### config.mk
export PLATFORM = sky130hd
export DESIGN_NAME = shift_add_multiplier
export DESIGN_NICKNAME = d
export VERILOG_FILES = /design/src/rtl/mul_pkg.sv /design/src/rtl/shift_expander.sv /design/src/rtl/shift_add_multiplier.sv
export SDC_FILE = /design/constraint.sdc
export NUM_CORES = 1
export LEC_CHECK = 0
export CAP_MARGIN = 30
export CELL_PAD_IN_SITES_DETAIL_PLACEMENT = 2
export CELL_PAD_IN_SITES_GLOBAL_PLACEMENT = 2
export CORE_AREA = 2 2 221 223
export CTS_CLUSTER_DIAMETER = 60
export DETAILED_ROUTE_END_ITERATION = 8
export DIE_AREA = 0 0 223 225
export PLACE_DENSITY = 0.7
export SLEW_MARGIN = 40
export SYNTH_ARGS = -nofsm -noshare
export SYNTH_HDL_FRONTEND = slang
export SYNTH_SLANG_ARGS = --single-unit
### constraint.sdc
create_clock -name clk -period 10.5 [get_ports clk]
set_clock_uncertainty 0.1 [all_clocks]
set_input_delay 2.625 -clock clk [delete_from_list [all_inputs] [get_ports clk]]
set_output_delay 2.625 -clock clk [all_outputs]
set_load 0.02 [all_outputs]
### src/rtl/mul_pkg.sv
// Shared types and constants for the iterative shift-add multiplier.
package mul_pkg;

  localparam int unsigned XLEN = 32;

  typedef enum logic [1:0] {
    MUL    = 2'b00,
    MULH   = 2'b01,
    MULHSU = 2'b10,
    MULHU  = 2'b11
  } mul_op_t;

  typedef enum logic [1:0] {
    IDLE,
    RUN,
    FIX,
    DONE
  } mul_state_t;

  // Unsigned magnitude of a value that may be two's complement; |min| wraps to itself,
  // which read as unsigned is exactly the right magnitude.
  function automatic logic [XLEN-1:0] magnitude(logic [XLEN-1:0] v, logic is_signed);
    return (is_signed && v[XLEN-1]) ? (~v + 1'b1) : v;
  endfunction

endpackage

### src/rtl/shift_expander.sv
// Zero-extends an operand to double width and shifts it left by the given bit index.
module shift_expander #(
  parameter int unsigned XLEN = 32
) (
  input  logic [XLEN-1:0]   input_a,
  input  logic [6:0]        shift_index,
  output logic [2*XLEN-1:0] output_b
);

  assign output_b = {{XLEN{1'b0}}, input_a} << shift_index;

endmodule

### src/rtl/shift_add_multiplier.sv
// Iterative 32x32->64 multiplier (MUL/MULH/MULHSU/MULHU): one partial product per cycle on
// operand magnitudes, followed by a single two's-complement fix-up of the accumulated product.
module shift_add_multiplier
  import mul_pkg::*;
#(
  parameter int unsigned XLEN = 32
) (
  input  logic            clk,
  input  logic            rst,
  input  logic            in_valid,
  output logic            in_ready,
  input  logic [1:0]      op,
  input  logic [XLEN-1:0] operand_a,
  input  logic [XLEN-1:0] operand_b,
  output logic            out_valid,
  input  logic            out_ready,
  output logic [XLEN-1:0] result
);

  localparam int unsigned IdxW = $clog2(XLEN);

  mul_state_t        state, state_next;
  mul_op_t           op_reg;
  logic [XLEN-1:0]   mag_a, mag_b;
  logic              neg;
  logic [2*XLEN-1:0] acc;
  logic [IdxW-1:0]   idx;
  logic [2*XLEN-1:0] shifted;
  logic              a_signed, b_signed;

  // MUL only needs the low word, which is signedness-agnostic, so it runs unsigned.
  assign a_signed = (op == MULH) || (op == MULHSU);
  assign b_signed = (op == MULH);

  shift_expander #(
    .XLEN(XLEN)
  ) u_shift_expander (
    .input_a    (mag_a),
    .shift_index({2'b00, idx}),
    .output_b   (shifted)
  );

  // State register
  always_ff @(posedge clk) begin
    if (rst) begin
      state <= IDLE;
    end else begin
      state <= state_next;
    end
  end

  // Next-state logic; requests outside IDLE are ignored
  always_comb begin
    state_next = state;
    unique case (state)
      IDLE: if (in_valid) state_next = RUN;
      RUN:  if (idx == IdxW'(XLEN - 1)) state_next = FIX;
      FIX:  state_next = DONE;
      DONE: if (out_ready) state_next = IDLE;
      default: state_next = IDLE;
    endcase
  end

  // Outputs decoded from registered state and accumulator only
  always_comb begin
    in_ready  = (state == IDLE);
    out_valid = (state == DONE);
    result    = '0;
    if (state == DONE) begin
      result = (op_reg == MUL) ? acc[XLEN-1:0] : acc[2*XLEN-1:XLEN];
    end
  end

  // Operand capture, shift-add accumulation and sign fix-up
  always_ff @(posedge clk) begin
    if (rst) begin
      op_reg <= MUL;
      mag_a  <= '0;
      mag_b  <= '0;
      neg    <= 1'b0;
      acc    <= '0;
      idx    <= '0;
    end else begin
      unique case (state)
        IDLE: begin
          if (in_valid) begin
            op_reg <= mul_op_t'(op);
            mag_a  <= magnitude(operand_a, a_signed);
            mag_b  <= magnitude(operand_b, b_signed);
            neg    <= (a_signed & operand_a[XLEN-1]) ^ (b_signed & operand_b[XLEN-1]);
            acc    <= '0;
            idx    <= '0;
          end
        end
        RUN: begin
          if (mag_b[idx]) acc <= acc + shifted;
          idx <= idx + 1'b1;
        end
        FIX: begin
          if (neg) acc <= ~acc + 1'b1;
        end
        default: ;
      endcase
    end
  end

endmodule
==> results of run 1 <==
routing by layer:
metal  part of all wire  global-route usage
met1               0.47               0.350
met2               0.46               0.427
met3              0.043              0.0366
met4              0.031              0.0948
met5                  0                   0
placed cells by master, fill, tap and decap left out, types with 31 or more instances in the layout:
cell type          n
nand2_1          268
a21oi_1          217
a211oi_1          52
inv_1             36
nor3_1            69
o21ai_0          134
nor2_1           237
a21o_1            31
mux2i_1           56
ha_1              72
xor2_1            50
nand3_1           34
dfxtp_1          135
clkdlybuf4s50_1  102
xnor2_1           63
how the worst max path moves through the flow:
stage                         from              endpoint  slack [ns]  cells past startpoint
4_1_cts        idx[0]$_SDFFE_PP0P_  acc[59]$_SDFFE_PP0P_        4.67                     18
5_1_grt        idx[0]$_SDFFE_PP0P_  acc[59]$_SDFFE_PP0P_        4.15                     18
3_5_place_dp              in_valid  acc[29]$_SDFFE_PP0P_        4.30                     14
3_3_place_gp              in_valid  acc[29]$_SDFFE_PP0P_        4.36                     14
2_1_floorplan  idx[1]$_SDFFE_PP0P_  acc[59]$_SDFFE_PP0P_        5.32                     22
6_report                  in_valid  acc[29]$_SDFFE_PP0P_        4.63                     14
power groups by stage:
| stage | Clock (mW) | Combinational, mW | Sequential [mW] |
|---|---|---|---|
| 6_report | 0.613 | 2.20 | 0.736 |
| 5_1_grt | 0.647 | 2.38 | 0.753 |
| 4_1_cts | 0.626 | 2.18 | 0.736 |
| 3_5_place_dp | 0 | 2.16 | 0.747 |
| 3_3_place_gp | 0 | 2.10 | 0.741 |
| 2_1_floorplan | 0 | 1.47 | 0.689 |
cells in the mapped netlist (all sizes together), types with 5 or more instances:
| master | instances |
|---|---|
| nand2 | 270 |
| nor2 | 240 |
| a21oi | 218 |
| o21ai | 140 |
| dfxtp | 138 |
| clkbuf | 108 |
| ha | 73 |
| nor3 | 72 |
| xnor2 | 63 |
| mux2i | 56 |
| a211oi | 53 |
| xor2 | 50 |
| inv | 39 |
| nand3 | 34 |
| a21o | 31 |
| or3 | 30 |
| buf | 29 |
| o22ai | 29 |
| nand4 | 28 |
| nor4 | 27 |
| mux4 | 23 |
| a22oi | 18 |
| or4 | 18 |
| nand2b | 17 |
| a311oi | 15 |
| o31ai | 14 |
| a31oi | 13 |
| and3 | 13 |
| a32oi | 12 |
| and2 | 12 |
| nor2b | 12 |
| mux2 | 11 |
| o21a | 11 |
| o21bai | 10 |
| o41ai | 10 |
| or2 | 7 |
| a221oi | 6 |
| nand3b | 5 |
| o221ai | 5 |
per-stage QoR:
| step | instances | utilization | hold slack, ns | area (µm²) | setup WS (ns) |
|---|---|---|---|---|---|
| 2_1_floorplan | 2011 | - | 0.333 | 14100 | 5.32 |
| 3_3_place_gp | 2611 | 0.327 | 0.347 | 15600 | 4.36 |
| 3_5_place_dp | 2611 | 0.328 | 0.366 | 15600 | 4.30 |
| 4_1_cts | 2643 | 0.339 | 0.381 | 16100 | 4.67 |
| 5_1_grt | 2643 | 0.340 | 0.407 | 16100 | 4.15 |
| 6_report | 2643 | 0.340 | 0.377 | 16100 | 4.63 |
layout make-up:
class,count,area share
Clock inverter,14,0.00806
Timing Repair Buffer,122,0.0728
Inverter,40,0.00930
Tap cell,615,0.0477
Multi-Input combinational cell,1696,0.664
Sequential cell,138,0.171
Clock buffer,18,0.0266
logic make-up after synthesis:
family,Yosys count,synth area share
buf+inv,177,0.0487
fa+ha+maj,74,0.0660
mux,90,0.0850
xor+xnor,113,0.0700
flops,138,0.195
simple gates,796,0.262
compound gates,623,0.273
worst min-delay path, delay by kind of cell, from the launching register on:
| kind | cells | cell delay [ns] |
|---|---|---|
| AND/OR/NAND/NOR | 1 | 0.05 |
| AO/OA/AOI/OAI | 1 | 0.06 |
| flip-flops | 1 | 0.32 |
==> key figures, run 1 <==
Status
  – Status: finished clean

Timing
  – Fin crit share: 0.559
  – Crit path time final: 5.87 ns
  – Final Slew Violations: 0
  – Slew @ Worst Pin: 0.865 ns
  – Total negative slack: 0 ns
  – Worst relative slew slack: 0.418
  – Final hold vios: 0
  – Setup violators final: 0
  – Maximum clock rate: 170 MHz
  – RSZ-0062 raised after global routing: false

Synthesis
  – Syn_area_per_cell: 7.03 µm²
  – Top cell type by total area after synthesis: dfxtp_1
  – Mapped Nets: around 2200
  – Sequential-to-total area share from yosys stat: 0.195
  – Flops & latches, synth: 138
  – Post-synth cell types: 80
  – YS warnings: 0
  – Yosys top cell area share: 0.195
  – Post-synth EDFFs: 0
  – Synth area leaders: dfxtp_1, a21oi_1, nand2_1
  – Ys flop type: dfxtp_1
  – Synth Cell Area: 14100 µm²
  – Post-synthesis instance total: 2011
  – Post-synth ARST share: 0

Global route
  – Global route overflow: 0
  – Initial antenna violation count: 0
  – Largest net degree at the start of global routing: 80
  – First-pass GRT wire length: approximately 100 mm
  – Number of global-route vias before repair: 16357
  – GRT Resource Usage Total: 0.261

Min path
  – Hold Crit Depth: 2
  – Hold wc startpoint: mag_b[0]$_SDFFE_PP0P_
  – Hold EP: mag_b[0]$_SDFFE_PP0P_
  – Hold Path Class: reg -> reg

Cells and area
  – FILL cells: 5660
  – Ant diodes: 0
  – Share of cells above drive strength 1: 0.0636
  – Most flop-heavy register: acc
  – Storage element area: 2770 µm²
  – Largest register FFs: between 60 and 70
  – Nets: 2159
  – Multi-input gate area: around 11000 µm²
  – Area delta synth->final: 14.1%
  – Largest regs: acc (64), mag_a (32), mag_b (32)

Drt
  – Per-cell routed wire length: 24.8 µm
  – Residual DRC: 0
  – Total Wirelength: approximately 66 mm
  – Via density per instance: 5.99
  – Via count: 15842
  – Final ANT Viol Nets: 0
  – First-pass detailed-route iteration total: 5
  – Detailed Route Iter0 Violations: 917

Pwr
  – P_int: 1.65 mW
  – Clock power frac: 0.173
  – Sequential Power Share: 0.208
  – Sw Pwr: between 1.5 and 2 mW
  – PD cells: 220 nW/µm²
  – Worst VDD drop: 0.135 mV
  – Logic gate share of total power: 0.620
  – Sw Share: 0.536
  – Total Power: about 3.5 mW
  – Static Leak: 5.80 nW

Worst setup path
  – Reg2Reg Depth: 18
  – Worst path cell trace: clkdlybuf4s50_1 -> nand2b_1 -> o21ai_0 -> nor2_1 -> nand3_1 -> a21oi_4 -> buf_4 -> nand3_1 -> nor2_1 -> buf_4 -> nand3_1 -> nand3_1 -> o21ai_0 -> o21ai_0
  – Slowest CP cell: nor2_1
  – Critical Path Most Common Cell: nand3_1
  – R2R setup slack: between 4 and 5 ns
  – Crit path buf inv count: 3
  – Setup CP Type: in -> reg
  – Critical R2R Launch: idx[0]$_SDFFE_PP0P_
  – Slowest cell delay on critical path: approximately 0.62 ns
  – Top cell family by delay on the critical path: simple AND/OR/NAND/NOR gates
  – Reg2reg end: acc[59]$_SDFFE_PP0P_
  – Max Fanout on Critical Path: 22
  – Startpoint types: primary input
  – CP required: 10.80 ns
  – Worst Path Arrival: 6.17 ns
  – CP endpoint kind: flop

Die
  – Site row count: 80
  – Die ar.: around 50000 µm²
  – Ports: roughly 100
  – Starting Density: 0.297
  – Die Y: 225 µm
  – CORE AREA: 47500 µm²
  – Die Wd: 223 µm

CTS
  – CTS max path bufs: 2
  – Clock Latency Late Sink: about 0.5 ns
  – Postcts setup bufs: 0
  – H-tree levels: 4
  – CTS tree: yes
  – CTS Hold Buffers Added: 0
  – Clock Pin Slew Worst Setup and Hold Paths: 0.07 ns
  – PostCTS Resize Cnt: 0
  – CTS Buf Count: 17
  – Clock Sinks: 138
  – Clock tree root driver cell: clkbuf_16

Run
  – Max_cap viols: 0

Placed design
  – Final HPWL DP: 50.8 mm
  – RD Place Congestion: 0.924
  – I/O Buffers: 103
Note: power is estimated with default switching activity, not from simulation.
==> inputs of run 2 (changes only) <==
==> constraint.sdc (replaced) <==
create_clock -name clk -period 5.52 [get_ports clk]
set_clock_uncertainty 0.1 [all_clocks]
set_input_delay 1.38 -clock clk [delete_from_list [all_inputs] [get_ports clk]]
set_output_delay 1.38 -clock clk [all_outputs]
set_load 0.02 [all_outputs]
==> run 2 against run 1 <==
Register-to-register slack worse by 4.4 ns. Final area is 0.92% higher. Global-route usage is 1.3 points higher. Combinational power is 96% higher. Flip-flop and latch count stayed put. Clock power is 92% higher. Non-clock buffer count is 18 higher. Hold slack worse by 0.012 ns. Highest routed layer unchanged. Core utilization is 0.31 points higher.
==> key figures, run 2 (same netlist as run 1, synthesis figures left out) <==
Worst setup path
  – CP required: 5.78 ns (-5.02 ns)
  – Worst Path Arrival: 5.48 ns (-0.69 ns)
  – Setup CP Type: reg -> reg
  – CP endpoint kind: flop
  – Max Fanout on Critical Path: 17 (-23%)
  – Startpoint types: flop

Placed design
  – Placed Instance Area: 15700 µm² (+0.84%)
  – RD Place Congestion: 0.915 (-1.0%)
  – Final HPWL DP: 54.2 mm (+6.8%)
  – I/O Buffers: 103 (unchanged)

Timing
  – RSZ-0062 raised after global routing: true
  – Final hold vios: 0 (unchanged)
  – Total negative slack: 0 ns (unchanged)
  – Worst hold slack: 0.364 ns (-0.0122 ns)
  – Setup violators final: 0 (unchanged)
  – Fin crit share: 0.946
  – Worst relative slew slack: 0.411 (-0.00719)
  – Crit path time final: 5.22 ns
  – Final Slew Violations: 0 (unchanged)
  – Maximum clock rate: 191 MHz
  – Slew @ Worst Pin: 0.883 ns (+0.0178 ns)

CTS
  – CTS tree: yes
  – H-tree levels: 4 (unchanged)
  – Clock tree root driver cell: clkbuf_16
  – Clock Pin Slew Worst Setup and Hold Paths: 0.07 ns (about the same)
  – Clock Latency Late Sink: 0.50 ns (about the same)
  – Clock Sinks: 138 (unchanged)
  – CTS Hold Buffers Added: 0 (unchanged)
  – CTS max path bufs: 2 (unchanged)
  – Postcts setup bufs: 0 (unchanged)
  – CTS Buf Count: 17 (unchanged)

Drt
  – Via density per instance: 5.97 (-0.35%)
  – Per-cell routed wire length: 25.8 µm (+4.0%)
  – First-pass detailed-route iteration total: 5 (unchanged)
  – Total Wirelength: 68.7 mm (+4.7%)
  – Via count: 15894 (+0.33%)
  – Residual DRC: 0 (unchanged)
  – Final ANT Viol Nets: 0 (unchanged)
  – Detailed Route Iter0 Violations: 1068 (+16%)

Cells and area
  – Nets: 2177 (+0.83%)
  – Largest register FFs: 64 (unchanged)
  – Largest regs: acc (64), mag_a (32), mag_b (32)
  – Commonest non-fill, non-tap cell in the layout: nand2_1
  – Fin util: 0.343 (+0.00310)
  – Ant diodes: 0 (unchanged)
  – Area delta synth->final: 15.2%
  – Cell area after layout: 16300 µm² (+0.92%)
  – Most flop-heavy register: acc
  – Share of cells above drive strength 1: 0.0728 (+0.00922)
  – Most frequent cells in the layout: nand2_1, nor2_1, a21oi_1

Die
  – Ports: 104 (unchanged)
  – Die ar.: 50200 µm² (unchanged)
  – Site row count: 80 (unchanged)
  – Starting Density: 0.297 (unchanged)
  – Die Wd: 223 µm (unchanged)
  – CORE AREA: 47500 µm² (unchanged)
  – Die Y: 225 µm (unchanged)

Pwr
  – Worst VDD drop: 0.269 mV (+99%)
  – PD cells: 425 nW/µm² (+93%)
  – Static Leak: 5.88 nW (+1.4%)

Global route
  – GRT Resource Usage Total: 0.275 (+0.0133)
  – Largest net degree at the start of global routing: 84 (+5.0%)
  – Initial antenna violation count: 0 (unchanged)
  – Global route overflow: 0 (unchanged)
  – First-pass GRT wire length: 104 mm (+3.6%)
  – Number of global-route vias before repair: 16488 (+0.80%)

Min path
  – Hold Path Class: reg -> reg

Run
  – Max_cap viols: 0 (unchanged)

Status
  – Status: finished clean
run 2: cell types whose count changed in the layout (fill, tap and decap cells not counted), sizes merged:
cell,previous run,this run
buf,20,38
clkinvlp,0,2
inv,49,48
clkinv,5,4
run 2: final timing paths:
check	from	to	slack, ns	cells past startpoint
hold reg to reg	mag_b[31]$_SDFFE_PP0P_	mag_b[31]$_SDFFE_PP0P_	0.36	2
setup / recovery	idx[1]$_SDFFE_PP0P_	acc[60]$_SDFFE_PP0P_	0.30	20
setup reg to reg	idx[1]$_SDFFE_PP0P_	acc[60]$_SDFFE_PP0P_	0.30	20
hold / removal	mag_b[31]$_SDFFE_PP0P_	mag_b[31]$_SDFFE_PP0P_	0.36	2
run 2: routing by layer:
metal  track usage  up-vias  routed length, µm
li1              -     7425                  -
met1         0.372     8041              32600
met2         0.448      349              31700
met3        0.0312       79               2260
met4         0.104        0               2160
met5             0        -                  0
run 2: where the power goes:
group | switching, mW | internal [mW] | total, mW | leakage (nW)
Combinational | 2.90 | 1.41 | 4.31 | 4.47
Sequential | 0.251 | 1.18 | 1.43 | 1.13
Clock | 0.577 | 0.602 | 1.18 | 0.274
Total | 3.73 | 3.19 | 6.92 | 5.88
run 2: what timing repair did:
item / in CTS / in global routing
hold endpoints to repair: 0 / 0
setup endpoints to repair: 0 / 11
resized for setup: 0 / 6
run 2: worst max-delay path, cell delays in order (launching register included):
cell and delay [ns]:
dfxtp_2 0.56, buf_4 0.30, nand2_1 0.10, o21ai_0 0.26
o21ai_0 0.13, buf_4 0.17, o21ai_0 0.42, nor2_1 0.12
a21oi_1 0.24, ha_1 0.34, nand4_1 0.19, o22ai_1 0.20
nor2_1 0.06, o41ai_1 0.39, a21o_1 0.18, a21oi_1 0.09
o2111a_1 0.27, a311o_1 0.33, o41ai_1 0.36, xnor2_1 0.17
o22ai_1 0.08
run 2: final cells by class:
class	count	area [µm²]
fillers	5616	31300
multi-input cells	1696	10700
flip-flops and latches	138	2770
repair buffers	140	1310
well taps	615	769
clock buffers	18	439
inverters	40	150
clock inverters	14	124
run 2: through the flow:
| stage | cells | total power, mW | worst slack (ns) |
|---|---|---|---|
| after floorplan | 2011 | 4.11 | 0.342 |
| after CTS | 2661 | 6.88 | 0.0412 |
| after detailed placement | 2629 | 5.66 | 0.0866 |
| final | 2661 | 6.92 | 0.297 |
| after global placement | 2629 | 5.52 | 0.265 |
| after global routing | 2661 | 7.35 | -0.0296 |
==> inputs of run 3 (changes only) <==
--- a/config.mk
+++ b/config.mk
@@ -12,8 +12,10 @@
 export CTS_CLUSTER_DIAMETER = 60
 export DETAILED_ROUTE_END_ITERATION = 8
 export DIE_AREA = 0 0 223 225
+export HOLD_SLACK_MARGIN = 0.02
 export PLACE_DENSITY = 0.7
 export SLEW_MARGIN = 40
 export SYNTH_ARGS = -nofsm -noshare
 export SYNTH_HDL_FRONTEND = slang
 export SYNTH_SLANG_ARGS = --single-unit
+export TNS_END_PERCENT = 1
==> results of run 3 <==
Final layout, timing and power as in run 2 (identical DEF).
